[src/rtl/img_flow_sequencer_pkg.sv]
`default_nettype none
// ============================================================================
// Package     : img_flow_pkg
// Description : Shared constants and types for the image-flow stimulus
//               sequencer: memory index / word widths, word field positions,
//               the sequencer state encoding and the unpacked word layout.
// Revision    : 1.0 - initial release
// ============================================================================
package img_flow_pkg;

  localparam int ADDR_W     = 22;          // memory index width
  localparam int WORD_W     = 34;          // memory word width
  localparam int PIX_W      = WORD_W - 2;  // pixel payload width
  localparam int WORDS_W    = ADDR_W + 1;  // holds 2^ADDR_W accepted words
  localparam int INIT_BIT   = 1;
  localparam int RSTN_BIT   = 0;
  localparam int FIFO_DEPTH = 2;           // output buffer entries

  typedef enum logic [1:0] {
    IDLE  = 2'd0,
    RUN   = 2'd1,
    DRAIN = 2'd2,
    DONE  = 2'd3
  } fsm_state_t;

  // Field order matches the memory word: pixel in [33:2], init in [1],
  // rst_n in [0], so a plain cast converts between the two.
  typedef struct packed {
    logic [PIX_W-1:0] pixel;
    logic             init;
    logic             rst_n;
  } img_word_t;

endpackage : img_flow_pkg
`default_nettype wire

[src/rtl/img_flow_sequencer_fifo.sv]
`default_nettype none
// ============================================================================
// Module      : flow_fifo2
// Description : Two-entry output buffer built as a head register plus a tail
//               register. The head register drives the outputs directly, so
//               there is no combinational path from din_i to head_o.
// Ports       : clk, rst      - clock, synchronous active-high reset
//               clr_i         - synchronous flush (occupancy to zero)
//               push_i, din_i - write a word
//               pop_i         - consume the head word
//               head_o        - head word (registered)
//               valid_o       - head word present
//               full_o        - both entries occupied
// Revision    : 1.0 - initial release
// ============================================================================
module flow_fifo2
  import img_flow_pkg::*;
(
  input  logic      clk,
  input  logic      rst,
  input  logic      clr_i,
  input  logic      push_i,
  input  img_word_t din_i,
  input  logic      pop_i,
  output img_word_t head_o,
  output logic      valid_o,
  output logic      full_o
);

  img_word_t  head_q;
  img_word_t  tail_q;
  logic [1:0] occ_q;

  assign head_o  = head_q;
  assign valid_o = (occ_q != 2'd0);
  assign full_o  = (occ_q == 2'(FIFO_DEPTH));

  // The caller never pops when empty nor pushes when full without a pop.
  always_ff @(posedge clk) begin
    if (rst) begin
      head_q <= '0;
      tail_q <= '0;
      occ_q  <= '0;
    end else if (clr_i) begin
      occ_q <= '0;
    end else begin
      case ({push_i, pop_i})
        2'b10: begin
          if (occ_q == 2'd0) head_q <= din_i;
          else               tail_q <= din_i;
          occ_q <= occ_q + 2'd1;
        end
        2'b01: begin
          // With one entry the head simply goes invalid; copying the stale
          // tail is harmless and keeps the mux small.
          head_q <= tail_q;
          occ_q  <= occ_q - 2'd1;
        end
        2'b11: begin
          if (occ_q == 2'd2) begin
            head_q <= tail_q;
            tail_q <= din_i;
          end else begin
            head_q <= din_i;
          end
        end
        default: ;
      endcase
    end
  end

endmodule : flow_fifo2
`default_nettype wire

[src/rtl/img_flow_sequencer.sv]
`default_nettype none
// ============================================================================
// Module      : img_flow_sequencer
// Description : Walks the image-flow stimulus memory from index 0 to a
//               programmable last index and presents each 34-bit word as a
//               valid/ready stream (pixel, init, rst_n) through a 2-entry
//               buffer that absorbs downstream backpressure.
// Ports       : clk, rst           - clock, synchronous active-high reset
//               start, abort       - frame control pulses (abort wins)
//               cfg_last           - last index, sampled on accepted start
//               count / mem_data   - memory index out, word back (same cycle)
//               out_valid/out_ready, out_pixel/out_init/out_rst_n - stream
//               busy, done         - RUN/DRAIN status, end-of-frame pulse
//               words_out          - words accepted downstream this frame
// Config      : FRAME_LOOP_EN - when defined, the index wraps from last back
//               to 0 and the frame loops until aborted.
// Revision    : 1.0 - initial release
// ============================================================================
module img_flow_sequencer
  import img_flow_pkg::*;
(
  input  logic               clk,
  input  logic               rst,
  input  logic               start,
  input  logic               abort,
  input  logic [ADDR_W-1:0]  cfg_last,
  output logic [ADDR_W-1:0]  count,
  input  logic [WORD_W-1:0]  mem_data,
  output logic               out_valid,
  input  logic               out_ready,
  output logic [PIX_W-1:0]   out_pixel,
  output logic               out_init,
  output logic               out_rst_n,
  output logic               busy,
  output logic               done,
  output logic [WORDS_W-1:0] words_out
);

  fsm_state_t         state_q;
  logic [ADDR_W-1:0]  count_q;
  logic [ADDR_W-1:0]  last_q;
  logic [WORDS_W-1:0] words_q;
  logic               busy_q;
  logic               done_q;

  img_word_t fifo_din;
  img_word_t fifo_head;
  logic      fifo_valid;
  logic      fifo_full;
  logic      pop;
  logic      issue;
  logic      flush;

  assign fifo_din = img_word_t'(mem_data);
  assign pop      = fifo_valid & out_ready;
  assign flush    = abort & ((state_q == RUN) | (state_q == DRAIN));
  // A pop in the same cycle frees a slot, so a full buffer can still accept.
  assign issue    = (state_q == RUN) & ~abort & (~fifo_full | pop);

  flow_fifo2 u_fifo (
    .clk     (clk),
    .rst     (rst),
    .clr_i   (flush),
    .push_i  (issue),
    .din_i   (fifo_din),
    .pop_i   (pop),
    .head_o  (fifo_head),
    .valid_o (fifo_valid),
    .full_o  (fifo_full)
  );

  always_ff @(posedge clk) begin
    if (rst) begin
      state_q <= IDLE;
      count_q <= '0;
      last_q  <= '0;
      words_q <= '0;
      busy_q  <= 1'b0;
      done_q  <= 1'b0;
    end else begin
      done_q <= 1'b0;
      // A pop in the abort cycle still delivered its word, so it is counted.
      if (pop) words_q <= words_q + WORDS_W'(1);
      case (state_q)
        IDLE, DONE: begin
          if (start && !abort) begin
            last_q  <= cfg_last;
            count_q <= '0;
            words_q <= '0;
            busy_q  <= 1'b1;
            state_q <= RUN;
          end
        end
        RUN: begin
          if (abort) begin
            count_q <= '0;
            busy_q  <= 1'b0;
            state_q <= IDLE;
          end else if (issue) begin
            if (count_q == last_q) begin
`ifdef FRAME_LOOP_EN
              count_q <= '0;
`else
              // Index holds at last so a full-range frame never wraps.
              state_q <= DRAIN;
`endif
            end else begin
              count_q <= count_q + ADDR_W'(1);
            end
          end
        end
        DRAIN: begin
          if (abort) begin
            count_q <= '0;
            busy_q  <= 1'b0;
            state_q <= IDLE;
          end else if (pop && !fifo_full) begin
            // No pushes in DRAIN, so a pop while not full empties the buffer.
            busy_q  <= 1'b0;
            done_q  <= 1'b1;
            state_q <= DONE;
          end
        end
        default: state_q <= IDLE;
      endcase
    end
  end

  assign count     = count_q;
  assign out_valid = fifo_valid;
  assign out_pixel = fifo_head.pixel;
  assign out_init  = fifo_head.init;
  assign out_rst_n = fifo_head.rst_n;
  assign busy      = busy_q;
  assign done      = done_q;
  assign words_out = words_q;

endmodule : img_flow_sequencer
`default_nettype wire
[config.mk]
export PLATFORM = sky130hd
export DESIGN_NAME = img_flow_sequencer
export DESIGN_NICKNAME = d
export VERILOG_FILES = /design/src/rtl/img_flow_sequencer_pkg.sv /design/src/rtl/img_flow_sequencer_fifo.sv /design/src/rtl/img_flow_sequencer.sv
export SDC_FILE = /design/constraint.sdc
export NUM_CORES = 1
export LEC_CHECK = 0
export CAP_MARGIN = 25
export CORE_AREA = 2 2 114 116
export CTS_CLUSTER_SIZE = 20
export DETAILED_ROUTE_END_ITERATION = 10
export DIE_AREA = 0 0 116 118
export PLACE_DENSITY = 0.85
export SYNTH_ARGS = -nofsm -noshare
export SYNTH_HDL_FRONTEND = slang
export SYNTH_HIERARCHICAL = 1
export SYNTH_SLANG_ARGS = --single-unit
[constraint.sdc]
create_clock -name clk -period 3.8 [get_ports clk]
set_clock_uncertainty 0.15 [all_clocks]
set_input_delay 0.76 -clock clk [delete_from_list [all_inputs] [get_ports clk]]
set_output_delay 0.76 -clock clk [all_outputs]
set_load 0.01 [all_outputs]
==> impl_metrics.csv <==
group,metric,value,unit
outcome,outcome,"finished clean",
floorplanning,core,12400,µm²
setup_path,rr_startpoint,"u_fifo/occ_q[0]",
drt,first_pass_iters,5,
layout,final_cell_mix,"dfxtp_1 (141), clkdlybuf4s50_1 (141), a21oi_1 (101)",
timing,timing.hold.ws,0.314,ns
setup_path,startpoint,"out_ready",
min_path,hold_path.class,"flip-flop to flip-flop",
min_path,min_path_cells,2,
timing,clock.fmax,302,MHz
floorplanning,rows,41,
drt,drt_iter0_drc,575,
synth,synth_area,6870,µm²
drt,drtAntennaViolNets,0,
clocking,post_cts_buffers,0,
clocking,cts_resized,0,
clocking,cts_root_buf,"clkbuf_16",
setup_path,cp-endpoint,"u_fifo/tail_q[1]",
floorplanning,die_area,13700,µm²
clocking,clk_pin_slew_worst_paths,0.06,ns
timing,period_share,87.1,%
synth,yosysUniqueCellTypes,57,
timing,slew_headroom,33.6,%
clocking,hold_buffers,0,
layout,stdcell_count,1107,
setup_path,required,4.00,ns
drt,drt-total-wl,18600,µm
synth,synth_edf_count,0,
global_route,grt.total_usage,27.0,%
global_route,grt_overflow,0,
setup_path,reg2reg_slack,0.52,ns
clocking,cts_tree,"done",
clocking,cts_sinks,141,
layout,area_growth,30.3,%
synth,ys_seq_elements,141,
timing,setup_tns,0,ns
place,place.gp.congestion,0.882,
clocking,clk_latency,0.43,ns
clocking,numCtsBuffers,17,
layout,drive_above_1_share,9.84,%
floorplanning,start_util,55.3,%
synth,syn_inst,806,
layout,multiInputGateArea,3620,µm²
floorplanning,io_pins,143,
drt,wl_per_cell,16.8,µm
layout,fillers,950,
flow_run,drv_cap,0,
synth,synth_area_per_cell,8.52,µm²
global_route,grt_max_degree,45,
layout,fin_nets,991,
power,power_leakage,3.24,nW
timing,setup_viol,0,
setup_path,worstSetupStartpointType,"primary input",
setup_path,arrival,3.51,ns
timing,drv_slew,0,
global_route,grt_pass1_wl,29900,µm
setup_path,regToRegEndpoint,"u_fifo/tail_q[1]",
setup_path,cp_max_fo,34,
timing,final-hold-violation-count,0,
power,ir_drop,0.333,mV
place,dp.cells,1075,
drt,vias_per_cell,5.88,
global_route,antenna_found_initial,0,
drt,drc_errors,0,
layout,diodes,0,
synth,synth_nets,875,
synth,synth_top_flop_cell,"dfxtp_1",
setup_path,worstSetupPathType,"primary input to flip-flop",
synth,yosysWarnings,6,
setup_path,ff2ff_path_depth,7,
synth,yosysSeqAreaShare,41.1,%
timing,min_period,3.31,ns
clocking,cts_buffer_depth,2,
layout,regArea,2820,µm²
global_route,grt_pass1_vias,6114,
power,powerDensity,610,nW/µm²
place,io_buffers,142,
timing,rsz0062_at_grt,"no",
drt,routed-via-count,6507,
floorplanning,die_y,118,µm
floorplanning,dieWidth,116,µm
setup_path,end_kind,"flip-flop",
place,place_hpwl,11700,µm
synth,ys_async_sr_fraction,0,%
clocking,htree_num_levels,4,
timing,tightest_slew,0.995,ns
## synth_stat cells (3+ instances only)
master,instances,area share (%)
mux2i_1,4,0.58
and3_1,13,1.2
nand2b_1,4,0.36
or3_1,6,0.55
o21ai_0,74,5.4
o211ai_1,7,0.77
xnor2_1,8,1.0
a311oi_2,30,6.6
nor3_1,6,0.44
or4_1,4,0.44
nor4_1,4,0.36
nor2_1,45,2.5
inv_1,13,0.71
a311oi_1,4,0.51
ha_1,8,1.5
a21oi_1,101,7.4
o21ai_1,5,0.36
a31oi_1,9,0.82
xor2_1,38,4.8
buf_6,10,1.6
nor2b_1,4,0.36
o41ai_1,6,0.77
and4_1,3,0.38
buf_4,9,0.98
dfxtp_1,141,41
clkbuf_1,23,1.3
buf_2,18,1.3
and2_1,6,0.55
nand3_1,87,6.3
nand2_1,74,4.0
nand4_1,9,0.82
## report_power, final
part / total (mW) / switching (mW) / internal (mW)
combinational: 1.74 / 0.960 / 0.780
sequential: 1.84 / 0.149 / 1.69
clock: 1.88 / 0.631 / 1.25
## state kept, by name, indices dropped and copies added (netlist names)
name	count
busy	1
count	22
done	1
last_q	22
state_q	2
u_fifo/head_o	34
u_fifo/occ_q	2
u_fifo/tail_q	34
words_out	23
## area by class of cell
type	instances	area share, %
inverters	13	0.545
well taps	172	2.40
clock inverters	11	2.39
flip-flops and latches	141	31.5
repair buffers	161	17.6
clock buffers	21	5.03
multi-input cells	588	40.5
## metrics by stage
step / setup WS [ns] / util [%] / cell area (µm²) / power (mW)
floorplan: 1.21 / - / 6870 / 2.99
global placement: 0.298 / 66.7 / 8280 / 3.55
detailed placement: 0.163 / 66.7 / 8280 / 3.59
CTS: 0.525 / 72.1 / 8950 / 5.46
global route: 0.206 / 72.1 / 8950 / 5.69
finish: 0.490 / 72.1 / 8950 / 5.46
## worst min path at each step
stage	slack (ns)	start	to
floorplan	0.30	last_q[0]	last_q[0]
global placement	0.30	last_q[0]	last_q[0]
detailed placement	0.31	last_q[1]	last_q[1]
CTS	0.32	last_q[1]	last_q[1]
global route	0.33	last_q[0]	last_q[0]
finish	0.31	last_q[19]	last_q[19]
## critical path, stage by stage
cell	delay, ns
clkdlybuf4s50_1	0.54
a21boi_0	0.22
nor2_1	0.28
ha_1	0.38
a21o_1	0.83
o21ai_0	0.27
a21oi_1	0.22
## routing by layer
metal / track usage [%] / vias up / part of all wire (%) / wire, µm
li1: - / 3143 / - / -
met1: 32.6 / 3024 / 41 / 7540
met2: 44.0 / 289 / 49 / 9120
met3: 6.49 / 51 / 7.1 / 1320
met4: 14.0 / 0 / 3.2 / 598
met5: 0 / - / 0 / 0
## kinds of logic after synthesis
logic type	Yosys count	synth area share (%)
AND/OR/NAND/NOR	277	20.1
XOR/XNOR	46	5.87
AO/OA/AOI/OAI	253	24.7
adder cells (fa/ha/maj)	8	1.46
flip-flops	141	41.1
multiplexers	4	0.583
buffers and inverters	77	6.16
(Power assumes the default switching activity.)
